`config.mk`:
```
export PLATFORM = sky130hd
export DESIGN_NAME = fixed_128_sub_seq
export DESIGN_NICKNAME = d
export VERILOG_FILES = /design/src/rtl/fixed_128_sub_seq.sv
export SDC_FILE = /design/constraint.sdc
export NUM_CORES = 1
export LEC_CHECK = 0
export CAP_MARGIN = 30
export CORE_MARGIN = 2
export CORE_UTILIZATION = 29
export CTS_BUF_LIST = sky130_fd_sc_hd__clkbuf_4 sky130_fd_sc_hd__clkbuf_8 sky130_fd_sc_hd__clkbuf_16
export CTS_CLUSTER_SIZE = 28
export DETAILED_ROUTE_END_ITERATION = 8
export DONT_BUFFER_PORTS = 1
export SETUP_SLACK_MARGIN = 0.5
export SYNTH_ARGS = -nofsm -noshare
export SYNTH_HDL_FRONTEND = slang
export SYNTH_SLANG_ARGS = --single-unit
```
`constraint.sdc`:
```
create_clock -name clk -period 10.7 [get_ports clk]
set_input_delay 2.14 -clock clk [delete_from_list [all_inputs] [get_ports clk]]
set_output_delay 2.14 -clock clk [all_outputs]
set_load 0.02 [all_outputs]
```
`src/rtl/fixed_128_sub_seq.sv`:
```
// Sequential 128-bit signed Q120.8 subtractor: CHUNK_W-bit slice per cycle with a registered borrow.
// Optional build macro FIXED_SUB_SATURATE_EN clamps diff to max/min on overflow/underflow.
module fixed_128_sub_seq #(
  parameter int unsigned CHUNK_W   = 32,
  parameter int unsigned FRAC_BITS = 8
) (
  input  logic         clk,
  input  logic         rst_n,
  input  logic         in_valid,
  output logic         in_ready,
  input  logic [127:0] a_in,
  input  logic [127:0] b_in,
  output logic         out_valid,
  input  logic         out_ready,
  output logic [127:0] diff,
  output logic         overflow,
  output logic         underflow_q,
  output logic         busy
);

  localparam int unsigned DATA_W = 128;
  localparam int unsigned NCHUNK = DATA_W / CHUNK_W;
  localparam int unsigned IDX_W  = (NCHUNK > 1) ? $clog2(NCHUNK) : 1;
  localparam int unsigned SLC_W  = CHUNK_W + 1;

  // Reject slice widths that do not tile the word and formats with no integer part.
  if ((DATA_W % CHUNK_W) != 0 || FRAC_BITS >= DATA_W) begin : g_cfg_check
    $error("fixed_128_sub_seq: CHUNK_W must divide 128 and FRAC_BITS must be < 128");
  end

  typedef enum logic [1:0] {
    IDLE = 2'd0,
    CALC = 2'd1,
    DONE = 2'd2
  } state_t;

  state_t             state, state_nxt;
  logic [DATA_W-1:0]  a_q, a_nxt;
  logic [DATA_W-1:0]  b_q, b_nxt;
  logic [DATA_W-1:0]  diff_nxt;
  logic [IDX_W-1:0]   idx, idx_nxt;
  logic               borrow, borrow_nxt;
  logic               ovf_nxt, unf_nxt;
  logic               in_ready_nxt, out_valid_nxt, busy_nxt;
  logic [SLC_W-1:0]   slice;

  always_ff @(posedge clk) begin
    if (!rst_n) begin
      state       <= IDLE;
      a_q         <= '0;
      b_q         <= '0;
      idx         <= '0;
      borrow      <= 1'b0;
      diff        <= '0;
      overflow    <= 1'b0;
      underflow_q <= 1'b0;
      in_ready    <= 1'b1;
      out_valid   <= 1'b0;
      busy        <= 1'b0;
    end else begin
      state       <= state_nxt;
      a_q         <= a_nxt;
      b_q         <= b_nxt;
      idx         <= idx_nxt;
      borrow      <= borrow_nxt;
      diff        <= diff_nxt;
      overflow    <= ovf_nxt;
      underflow_q <= unf_nxt;
      in_ready    <= in_ready_nxt;
      out_valid   <= out_valid_nxt;
      busy        <= busy_nxt;
    end
  end

  always_comb begin
    state_nxt  = state;
    a_nxt      = a_q;
    b_nxt      = b_q;
    idx_nxt    = idx;
    borrow_nxt = borrow;
    diff_nxt   = diff;
    ovf_nxt    = overflow;
    unf_nxt    = underflow_q;
    slice      = '0;

    unique case (state)
      IDLE: begin
        if (in_valid) begin
          a_nxt      = a_in;
          b_nxt      = b_in;
          idx_nxt    = '0;
          borrow_nxt = 1'b0;
          ovf_nxt    = 1'b0;
          unf_nxt    = 1'b0;
          state_nxt  = CALC;
        end
      end
      CALC: begin
        // Zero-extended slice subtract; the extra MSB is the borrow out.
        slice = {1'b0, a_q[idx*CHUNK_W +: CHUNK_W]}
              - {1'b0, b_q[idx*CHUNK_W +: CHUNK_W]}
              - SLC_W'(borrow);
        diff_nxt[idx*CHUNK_W +: CHUNK_W] = slice[CHUNK_W-1:0];
        borrow_nxt = slice[CHUNK_W];
        idx_nxt    = IDX_W'(idx + 1'b1);
        if (idx == IDX_W'(NCHUNK - 1)) begin
          state_nxt = DONE;
          ovf_nxt   = !a_q[DATA_W-1] &&  b_q[DATA_W-1] &&  diff_nxt[DATA_W-1];
          unf_nxt   =  a_q[DATA_W-1] && !b_q[DATA_W-1] && !diff_nxt[DATA_W-1];
`ifdef FIXED_SUB_SATURATE_EN
          if (ovf_nxt) begin
            diff_nxt = {1'b0, {(DATA_W-1){1'b1}}};
          end else if (unf_nxt) begin
            diff_nxt = {1'b1, {(DATA_W-1){1'b0}}};
          end
`endif
        end
      end
      DONE: begin
        if (out_ready) begin
          state_nxt = IDLE;
        end
      end
      default: state_nxt = IDLE;
    endcase

    in_ready_nxt  = (state_nxt == IDLE);
    out_valid_nxt = (state_nxt == DONE);
    busy_nxt      = (state_nxt != IDLE);
  end

endmodule

```
## After elaboration in Yosys (flattened, before gate mapping)

Index checks and enable logic that the tools add are counted.

- Bits in latches: 0
- Register bits: 394
- Memory bits (writable): 0
- Memories kept: 0
- Word-level logic and storage cells: 52
- Input bits: 260
- ROM bits: 0

- Shifts and indexed selects: 4
- Bitwise operators: 0
- Div/mod/pow operators: 0
- Magnitude comparators: 0
- Multiply operators: 0
- Eq/ne operators: 6
- $add $sub $neg: 4
- Mux-type cells: 13
- Reductions and logical operators: 14

Operators by type and width:

| operator | count |
|---|---|
| $shiftx A128 B8 Y32 | 2 |
| $bwmux W128 | 1 |
| $shift A32 B34 Y128 const A | 1 |
| $shiftx A32 B34 Y128 | 1 |
| $neg A7 Y34 | 1 |
| $sub A32 B32 Y33 | 1 |
| $sub A33 B1 Y33 | 1 |
| $mux W2 | 4 |
| $eq A2 B2 Y1 const B | 3 |
| $pmux W1 S2 | 3 |
| $pmux W2 S3 | 1 |
| $logic_and A1 B1 Y1 | 4 |
| $logic_not A2 Y1 | 2 |
| $ne A2 B2 Y1 const B | 2 |
| $pmux W2 S2 | 1 |
| $reduce_and A2 Y1 | 2 |
| $reduce_bool A2 Y1 | 2 |
| $logic_not A1 Y1 | 3 |
| $mux W1 | 3 |
| $reduce_and A3 Y1 | 1 |
| $add A2 B1 Y2 const B | 1 |
| $eq A2 B1 Y1 const B | 1 |

## Depth between registers and ports, before layout

Gate-level depths: netlist (run 1).

- Word-level depth: 9
- Mapped depth: 18
- Mapped depth without buffers: 14

## Worst setup path after synthesis (run 1)

Ideal clock, no wire load.

- Path kind: register -> register
- From: reg idx[0]
- To: reg diff[30]
- Buffers on the path: 3
- Arrival time: 4758 ps
- Required time: 10605 ps
- Stages on the path, launching flop included: 17
- Slack: 5847 ps
- Cells stage by stage: dfxtp_1 > clkbuf_1 > clkbuf_1 > buf_1 > mux4_2 > ha_1 > inv_1 > ha_1 > nand2_1 > o31a_1 > a221o_1 > a31o_2 > a311oi_4 > a31o_2 > nand2_2 > or3_1 > o311ai_1

- Cells in the longest elaborated chain, start to end: 5

RTL lines:

| item | line | source |
|---|---|---|
| start: declaration | 41 | `logic [IDX_W-1:0] idx, idx_nxt;` |
| start signal: assignment | 64 | `idx <= idx_nxt;` |
| $shiftx A128 B8 Y32 (on tied branches) | 100, 101 |  |
| $sub A32 B32 Y33 | 101 | `- {1'b0, b_q[idx*CHUNK_W +: CHUNK_W]}` |
| $sub A33 B1 Y33 | 102 | `- SLC_W'(borrow);` |
| $shiftx A32 B34 Y128 | 103 | `diff_nxt[idx*CHUNK_W +: CHUNK_W] = slice[CHUNK_W-1:0];` |
| $bwmux W128 (*) | 103 |  |
| end signal: assignment | 66 | `diff <= diff_nxt;` |
| end: declaration | 15 | `output logic [127:0] diff,` |

Mark *: on every way between the ends. The rest lies on a longest branch, timed or not.
A chain may end at the register's enable or synchronous reset.

## Worst setup path after layout (run 1)

- From: reg idx[0]
- To: reg diff[26]

Same word-level chain as after synthesis.

==> results of run 1 <==
## routing by layer
metal  global-route usage [%]  vias up
met3                     6.90      107
met5                        0        -
met1                     24.0     6902
li1                         -     6843
met2                     27.8      502
met4                     4.70       32
## power by group through the flow
| stage | logic, uW | clock network, uW | registers (uW) |
|---|---|---|---|
| floorplan | 605 | 0 | 1620 |
| global placement | 836 | 0 | 1650 |
| detailed placement | 855 | 0 | 1650 |
| CTS | 858 | 1680 | 1620 |
| global route | 938 | 1730 | 1630 |
| finish | 859 | 1630 | 1620 |
## cell usage in the layout, fill, tap and decap left out, types with 6 or more instances in the layout
cell / instances
a21boi_0: 259
a21o_1: 13
a21oi_1: 33
a22oi_1: 104
a31oi_1: 8
and2_1: 6
and3_1: 10
clkbuf_16: 49
clkbuf_8: 9
clkinv_2: 14
dfxtp_1: 392
ha_1: 66
inv_1: 101
mux4_2: 64
nand2_1: 552
nand2b_1: 6
nand3_1: 32
nand4_1: 10
nor2_1: 26
nor2b_1: 104
nor3_1: 7
o21ai_0: 23
or3_1: 7
xnor2_1: 14
xor2_1: 13
## stage by stage
step	setup slack (ns)	instances	total power (uW)	utilization (%)	hold slack [ns]
6_report	5.48	2846	4110	33.0	0.461
4_1_cts	5.38	2844	4150	33.0	0.464
5_1_grt	5.02	2846	4300	33.0	0.478
2_1_floorplan	5.85	2060	2230	-	0.440
3_5_place_dp	5.44	2756	2510	30.4	0.456
3_3_place_gp	5.54	2756	2490	30.4	0.448
## worst max path at each step
stage               startpoint         to  slack (ns)  cells after the start
floorplan               idx[0]   diff[30]        5.85                     16
global placement        idx[0]  diff[124]        5.54                     13
detailed placement      idx[0]  diff[116]        5.44                     13
CTS                     idx[0]   diff[20]        5.38                     13
global route            idx[0]  diff[116]        5.02                     13
finish                  idx[0]   diff[26]        5.48                     13
## state kept, by name (all words and copies together), names as in the netlist
name         flops
borrow           1
underflow_q      1
a_q            128
b_q            128
diff           128
out_valid        1
state            2
idx              2
busy             1
overflow         1
in_ready         1
## worst max-delay path, delay by kind of cell, from the launching register on
family / cells / cell delay (ns)
xor+xnor: 1 / 0.29
fa+ha+maj: 2 / 0.94
buf+inv: 1 / 0.74
simple gates: 1 / 0.24
flops: 1 / 0.83
mux: 1 / 0.61
compound gates: 7 / 1.37
## layout make-up
type	count	area (sq um)	area share, %
tap	837	1050	5.12
multi-input combinational	1416	9460	46.2
antenna	2	5.00	0.0245
inverter	102	383	1.87
clock inverter	25	208	1.02
sequential	394	7900	38.6
timing repair buffer	7	77.6	0.379
clock buffer	63	1390	6.78
## kinds of logic (layout without fill, tap and decap cells)
group | Yosys count | after routing | share of synthesized area, %
AOI/OAI and AO/OA | 480 | 480 | 19.2
xor gates and xnor gates | 27 | 27 | 1.30
adders and majority gates | 68 | 68 | 4.75
buffers and inverters | 250 | 197 | 5.14
DFF | 394 | 394 | 43.2
muxes | 65 | 65 | 7.96
other | 0 | 2 | 0
and+or+nand+nor | 776 | 776 | 18.4
==> results.json, run 1 <==
{
  "dp_hpwl_um": 44200,
  "fin_crit_sh_pct": 48.8,
  "fill_cells": 6525,
  "worstRegToRegCells": 13,
  "required_ns": 11.14,
  "grt_pass1_vias": 13900,
  "slowest_stage": "dfxtp_4",
  "ctsRootBufferMaster": "clkbuf_16",
  "wl_met1_um": 26600,
  "placed_area_sq_um": 18900,
  "postCtsSetupBuffers": 0,
  "finalNetCount": 2297,
  "synthTopCellsByCount": "nand2_1 (554), dfxtp_1 (394), a21boi_0 (259)",
  "ant_nets": 0,
  "syn_inst": 2060,
  "drv_cap": 0,
  "power_switching_uw": 1320,
  "gr-total-overflow": 0,
  "cts-resized-gates": 0,
  "async_flop_share_pct": 0,
  "synth_edf_count": 0,
  "final_max_slew_viol_count": 0,
  "postCtsHoldBufs": 0,
  "finClkSkew_ns": 0.0243,
  "clk_pin_slew_worst_paths_ns": 0.06,
  "seqPwrFrac_pct": 39.4,
  "drc": 0,
  "ir_worst_vdd_mv": 0.103,
  "grt_pass1_wl_um": 88600,
  "p_sw_share_pct": 32.3,
  "synth_top_area_share_pct": 43.2,
  "floorplan.initialDensity_pct": 29.5,
  "firstDrtPassIters": 6,
  "synth_warnings": 0,
  "synth_flop_cell": "dfxtp_1",
  "clockBufferDepth": 3,
  "hold_class": "flip-flop to flip-flop",
  "hold_violations": 0,
  "num_vias": 14400,
  "antenna_found_initial": 20,
  "cp_slowest_stage_delay_ns": 0.83,
  "setup_tns_ns": 0,
  "yosys-top-cells-area": "dfxtp_1 (43%), nand2_1 (11%), a21boi_0 (11%)",
  "ys_seq_elements": 394,
  "drt-initial-drc-count": 1008,
  "worstHoldPathCells": 2,
  "grt_usage_pct": 18.2,
  "dieHeight_um": 255,
  "htreeDepth": 2,
  "critPathArrivalTime_ns": 5.66,
  "crit_path_end_kind": "flip-flop",
  "ys_seq_area_share_pct": 43.2,
  "worstPathCellList": "buf_4 > mux4_2 > fa_1 > fa_1 > nor3b_1 > o31a_1 > a221o_1 > a31o_2 > a311oi_4 > a21o_1 > a21oi_1 > xor2_1 > o21ai_0",
  "wl_met2_um": 26700,
  "routedWlPerCell_um": 21.4,
  "path_common_cell": "fa_1",
  "r2r_end": "diff[26]",
  "cp-start-kind": "flip-flop",
  "io_buffers": 0,
  "reg2reg_slack_ns": 5.48,
  "p_per_area_nw_per_um2": 201,
  "routed_wl_um": 60900,
  "syn_avg_cell_area_sq_um": 8.86,
  "route.met3.wl_um": 6190,
  "finalSetupViolCount": 0,
  "synth_nets": 2388,
  "cts_sinks": 394,
  "yosysUniqueCellTypes": 52,
  "rsz0062_at_grt": "no",
  "hold_start": "a_q[22]",
  "routed.top_layer": "met5",
  "post_drt_via_cell_ratio": 5.05,
  "worst_pin_slew_ns": 0.969,
  "syn2layout_area_growth_pct": 12.1,
  "status": "completed",
  "syn_area_sq_um": 18200,
  "hold_path_end": "a_q[22]",
  "yosysTopAreaCell": "dfxtp_1",
  "worstReg2RegStart": "idx[0]",
  "cp_max_fo": 39,
  "pin_count": 393,
  "pwr-share-comb_pct": 20.9,
  "cts_tree": "yes",
  "p_int_uw": 2780,
  "grt_max_degree": 396,
  "fmax_mhz": 192,
  "coreArea_sq_um": 61900,
  "place_congestion": 0.889,
  "num_rows": 91,
  "max_slew_margin_pct": 35.2,
  "clkLatencyLatePin_ns": 0.59,
  "synth.most_common_cell": "nand2_1",
  "drive_gt1_share_pct": 8.72,
  "fin_area_sq_um": 20500,
  "dieArea_sq_um": 64900,
  "leakagePower_uw": 0.00743,
  "path_class": "flip-flop to flip-flop",
  "clock_power_share_pct": 39.6,
  "cts_made_buffers": 48,
  "fin_crit_ns": 5.22,
  "die_w_um": 255
}
Note: power is estimated with default switching activity, not from simulation.
==> inputs of run 2 (changes only) <==
==> constraint.sdc (replaced) <==
create_clock -name clk -period 5.35 [get_ports clk]
set_input_delay 1.07 -clock clk [delete_from_list [all_inputs] [get_ports clk]]
set_output_delay 1.07 -clock clk [all_outputs]
set_load 0.02 [all_outputs]
==> run 2 against run 1 <==
Against the previous run:
- die area unchanged
- critical path depth did not move
- final area increased by 1.1%
- sequential power increased by 99%
- critical endpoint is now diff[24]
==> results.json, run 2 (synthesized netlist as in run 1, its figures left out) <==
{
  "status": "completed",
  "dieHeight_um": 255,
  "path_class": "flip-flop to flip-flop",
  "power_switching_uw": 2630,
  "floorplan.initialDensity_pct": 29.5,
  "grt_pass1_vias": 13700,
  "drt-initial-drc-count": 1253,
  "fin_crit_ns": 4.49,
  "num_rows": 91,
  "ir_worst_vdd_mv": 0.228,
  "post_drt_via_cell_ratio": 5.01,
  "io_buffers": 0,
  "drv_cap": 0,
  "die_w_um": 255,
  "finalSetupViolCount": 0,
  "fin_crit_sh_pct": 83.9,
  "routedWlPerCell_um": 21.1,
  "rsz0062_at_grt": "no",
  "seq_area_sq_um": 7900,
  "firstDrtPassIters": 5,
  "pin_count": 393,
  "crit_path_end_kind": "flip-flop",
  "top_regs": "a_q: 128 flops, b_q: 128 flops, diff: 128 flops",
  "hold_class": "flip-flop to flip-flop",
  "p_sw_share_pct": 31.5,
  "routed_wl_um": 60500,
  "gr-total-overflow": 0,
  "ant_nets": 0,
  "final_common_cell": "nand2_1",
  "finClkSkew_ns": 0.0244,
  "syn2layout_area_growth_pct": 13.3,
  "cts_sinks": 394,
  "required_ns": 5.85,
  "leakagePower_uw": 0.00755,
  "cp-start-kind": "flip-flop",
  "clock_power_share_pct": 40.3,
  "grt_usage_pct": 17.9,
  "fill_cells": 6403,
  "grt_pass1_wl_um": 87200,
  "finalNetCount": 2315,
  "max_slew_margin_pct": 43.0,
  "dp_hpwl_um": 44900,
  "htreeDepth": 2,
  "hold_violations": 0,
  "cp_max_fo": 13,
  "antenna_found_initial": 16,
  "coreArea_sq_um": 61900,
  "fin_hold_ws_ns": 0.460,
  "num_vias": 14400,
  "cts_made_buffers": 48,
  "clockBufferDepth": 3,
  "p_per_area_nw_per_um2": 404,
  "fmax_mhz": 223,
  "layout_common_cells": "nand2_1 (554), dfxtp_1 (392), a21boi_0 (259)",
  "drc": 0,
  "dieArea_sq_um": 64900,
  "ctsRootBufferMaster": "clkbuf_16",
  "power.total_uw": 8360,
  "place_congestion": 0.861,
  "clkLatencyLatePin_ns": 0.58,
  "worst_pin_slew_ns": 0.849,
  "p_int_uw": 5730,
  "pwr-share-comb_pct": 21.1,
  "multi_input_area_sq_um": 9450,
  "clk_pin_slew_worst_paths_ns": 0.06,
  "critPathArrivalTime_ns": 4.99,
  "final_max_slew_viol_count": 0,
  "cts_tree": "yes",
  "setup_tns_ns": 0,
  "grt_max_degree": 396,
  "seqPwrFrac_pct": 38.6,
  "drive_gt1_share_pct": 9.25
}
-- run 2: cell count changes in the layout (fill, tap and decap cells not counted), moves of 3 or more --
cell	previous run	this run
buf_4	5	21
diode_2	2	8
clkinv_2	14	9
bufinv_16	1	5
clkinv_4	2	5
-- run 2: path summary, 6_finish.rpt --
path / start / slack, ns / cells past startpoint / endpoint
hold / removal: b_q[98] / 0.46 / 2 / b_q[98]
hold reg to reg: b_q[98] / 0.46 / 2 / b_q[98]
setup / recovery: idx[0] / 0.86 / 13 / diff[24]
setup reg to reg: idx[0] / 0.86 / 13 / diff[24]
-- run 2: area by class of cell --
type	instances	share of cell area, %
clock inverters	24	1.39
diodes	8	0.0968
multi-input cells	1416	45.7
flip-flops and latches	394	38.2
clock buffers	61	6.58
inverters	102	1.85
well taps	837	5.06
repair buffers	25	1.15
-- run 2: critical path, stage by stage, from the launching register on --
cell and delay [ns]:
dfxtp_4 0.40, buf_4 0.32, mux4_2 0.59, ha_1 0.30, inv_1 0.04, ha_1 0.38
nand2_1 0.13, o31a_1 0.36, a221o_1 0.39, a31o_2 0.28, a311oi_4 0.33, xor2_1 0.59
a22oi_1 0.14, nor2b_1 0.14
-- run 2: metrics by stage --
step                instances  util (%)  cell area (sq um)  setup WS [ns]
floorplan                2060         -              18200          0.698
global placement         2773      30.6              19000          0.887
detailed placement       2773      30.6              19000          0.740
CTS                      2858      33.3              20600          0.699
global route             2865      33.4              20700          0.543
finish                   2867      33.4              20700          0.864
-- run 2: timing repair --
item	4_1_cts	5_1_grt
endpoints found under the setup margin	0	13
setup buffers	0	1
resized for setup	0	1
hold buffers	0	0
-- run 2: power groups by stage --
stage / clock network (uW) / registers [uW] / logic, uW
after global routing: 3570 / 3240 / 1940
after floorplan: 0 / 3240 / 1210
final: 3370 / 3220 / 1760
after CTS: 3450 / 3230 / 1770
after global placement: 0 / 3290 / 1730
after detailed placement: 0 / 3290 / 1760
-- run 2: layer usage --
| metal | global-route usage [%] | vias to the layer above | part of all wire (%) |
|---|---|---|---|
| met3 | 5.56 | 87 | 9.1 |
| met1 | 24.0 | 6883 | 45 |
| met2 | 27.5 | 487 | 44 |
| li1 | - | 6892 | - |
| met5 | 0 | - | 0.17 |
| met4 | 5.23 | 16 | 2.3 |
==> inputs of run 3 (changes only) <==
==> constraint.sdc (replaced) <==
create_clock -name clk -period 4.4 [get_ports clk]
set_input_delay 0.88 -clock clk [delete_from_list [all_inputs] [get_ports clk]]
set_output_delay 0.88 -clock clk [all_outputs]
set_load 0.02 [all_outputs]
==> run 3 against run 2 <==
Against the previous run:
- utilization is 2.8 points higher
- flip-flop and latch count did not move
- combinational power up 69%
- first-iteration DRC count fell by 18%
- critical path type unchanged
- critical endpoint is now diff[26]
==> results.json, run 3 (synthesized netlist as in run 1, its figures left out) <==
{
  "leakagePower_uw": 0.00807,
  "fin_crit_sh_pct": 91.7,
  "ant_nets": 0,
  "ctsRootBufferMaster": "clkbuf_16",
  "cp_max_fo": 8,
  "routed_wl_um": 63000,
  "drv_cap": 0,
  "drive_gt1_share_pct": 18.1,
  "fmax_mhz": 248,
  "p_sw_share_pct": 31.2,
  "post_drt_via_cell_ratio": 5.03,
  "coreArea_sq_um": 61900,
  "utilization_pct": 36.1,
  "clkLatencyLatePin_ns": 0.60,
  "htreeDepth": 2,
  "hold_violations": 0,
  "status": "completed",
  "p_per_area_nw_per_um2": 505,
  "hold_class": "input pin to flip-flop",
  "final_common_cell": "nand2_1",
  "critPathArrivalTime_ns": 4.49,
  "crit_path_end_kind": "flip-flop",
  "grt_pass1_vias": 14600,
  "floorplan.initialDensity_pct": 29.5,
  "pwr-share-comb_pct": 26.3,
  "reg2reg_slack_ns": 0.37,
  "drt-initial-drc-count": 1023,
  "antenna_found_initial": 25,
  "clock_power_share_pct": 39.0,
  "dp_hpwl_um": 44600,
  "routedWlPerCell_um": 21.5,
  "dieHeight_um": 255,
  "syn2layout_area_growth_pct": 22.7,
  "grt_usage_pct": 18.5,
  "wl_met1_um": 26400,
  "worst_pin_slew_ns": 0.947,
  "cts_tree": "yes",
  "clockBufferDepth": 3,
  "top_regs": "a_q: 128 flops, b_q: 128 flops, diff: 128 flops",
  "layout_common_cells": "nand2_1 (552), dfxtp_1 (392), a21boi_0 (258)",
  "gr-total-overflow": 0,
  "setup_tns_ns": 0,
  "finalSetupViolCount": 0,
  "pin_count": 393,
  "cts_made_buffers": 48,
  "power_switching_uw": 3530,
  "grt_max_degree": 396,
  "required_ns": 4.85,
  "rsz0062_at_grt": "yes",
  "fin_crit_ns": 4.03,
  "grt_pass1_wl_um": 90700,
  "p_int_uw": 7780,
  "cp-start-kind": "flip-flop",
  "num_vias": 14700,
  "max_slew_margin_pct": 36.9,
  "routed.top_layer": "met5",
  "seqPwrFrac_pct": 34.7,
  "setup_ws_ns": 0.365,
  "finClkSkew_ns": 0.0328,
  "fill_cells": 6259,
  "dieArea_sq_um": 64900,
  "ir_worst_vdd_mv": 0.262,
  "path_class": "flip-flop to flip-flop",
  "num_rows": 91,
  "post-place-ws_ns": 0.217,
  "wl_met2_um": 27900,
  "place_congestion": 0.950,
  "drc": 0,
  "io_buffers": 0,
  "finalNetCount": 2370,
  "die_w_um": 255,
  "final_max_slew_viol_count": 0,
  "clk_pin_slew_worst_paths_ns": 0.06,
  "route.met3.wl_um": 6690,
  "firstDrtPassIters": 5,
  "cts_sinks": 394
}
## run 3: changes by cell type in the layout (fill, tap and decap cells not counted), sizes merged
cell,before,now
buf,25,79
clkinv,16,7
diode,8,13
bufinv,5,9
clkinvlp,0,4
clkbuf,61,64
bufbuf,0,1
inv,105,104
## run 3: final cells by class
type | count | area [sq um] | share of cell area [%]
Antenna cell | 13 | 32.5 | 0.145
Clock buffer | 64 | 1400 | 6.25
Clock inverter | 22 | 383 | 1.71
Inverter | 102 | 383 | 1.71
Multi-Input combinational cell | 1416 | 10300 | 46.0
Sequential cell | 394 | 7900 | 35.3
Tap cell | 837 | 1050 | 4.68
Timing Repair Buffer | 80 | 942 | 4.21
## run 3: stage by stage
| stage | area [sq um] | instances | hold slack [ns] | total power [uW] |
|---|---|---|---|---|
| 2_1_floorplan | 18400 | 2060 | 0.440 | 5450 |
| 4_1_cts | 21800 | 2901 | 0.372 | 11100 |
| 5_1_grt | 22400 | 2925 | 0.399 | 11800 |
| 6_report | 22400 | 2928 | 0.420 | 11300 |
| 3_3_place_gp | 19200 | 2784 | 0.447 | 6250 |
| 3_5_place_dp | 19200 | 2784 | 0.454 | 6300 |
## run 3: power groups by stage
stage | clock network [uW] | logic [uW] | registers, uW
after floorplan | 0 | 1510 | 3940
after global placement | 0 | 2260 | 3990
after detailed placement | 0 | 2300 | 4000
after CTS | 4530 | 2630 | 3920
after global routing | 4660 | 3210 | 3940
final | 4410 | 2980 | 3920
## run 3: worst paths after layout
path | startpoint | end | cells after the start
hold / removal | a_in[120] | a_q[120] | 2
setup / recovery | idx[0] | diff[26] | 18
setup reg to reg | idx[0] | diff[26] | 18
hold reg to reg | b_q[57] | b_q[57] | 2
## run 3: critical path: stages, from the launching register on
cell,delay (ns)
dfxtp_4,0.47
buf_6,0.16
buf_12,0.10
buf_16,0.13
mux4_2,0.52
inv_1,0.13
ha_1,0.17
inv_1,0.07
ha_4,0.32
nand2_1,0.09
a21oi_2,0.20
o2111ai_1,0.15
a31o_4,0.25
a311oi_4,0.37
buf_4,0.17
a21o_1,0.14
a21oi_2,0.07
xor2_2,0.27
o21ai_1,0.10
## run 3: repair_timing
action / CTS / global route
cloned: 5 / 0
setup endpoints to repair: 49 / 78
pin swaps: 40 / 36
hold buffers: 0 / 0
gates resized for setup: 88 / 96
buffers inserted: 26 / 12
## run 3: layer usage
layer | vias to the layer above | GRT usage, %
li1 | 6983 | -
met1 | 7087 | 23.3
met3 | 120 | 7.56
met2 | 519 | 28.3
met4 | 20 | 7.10
met5 | - | 0
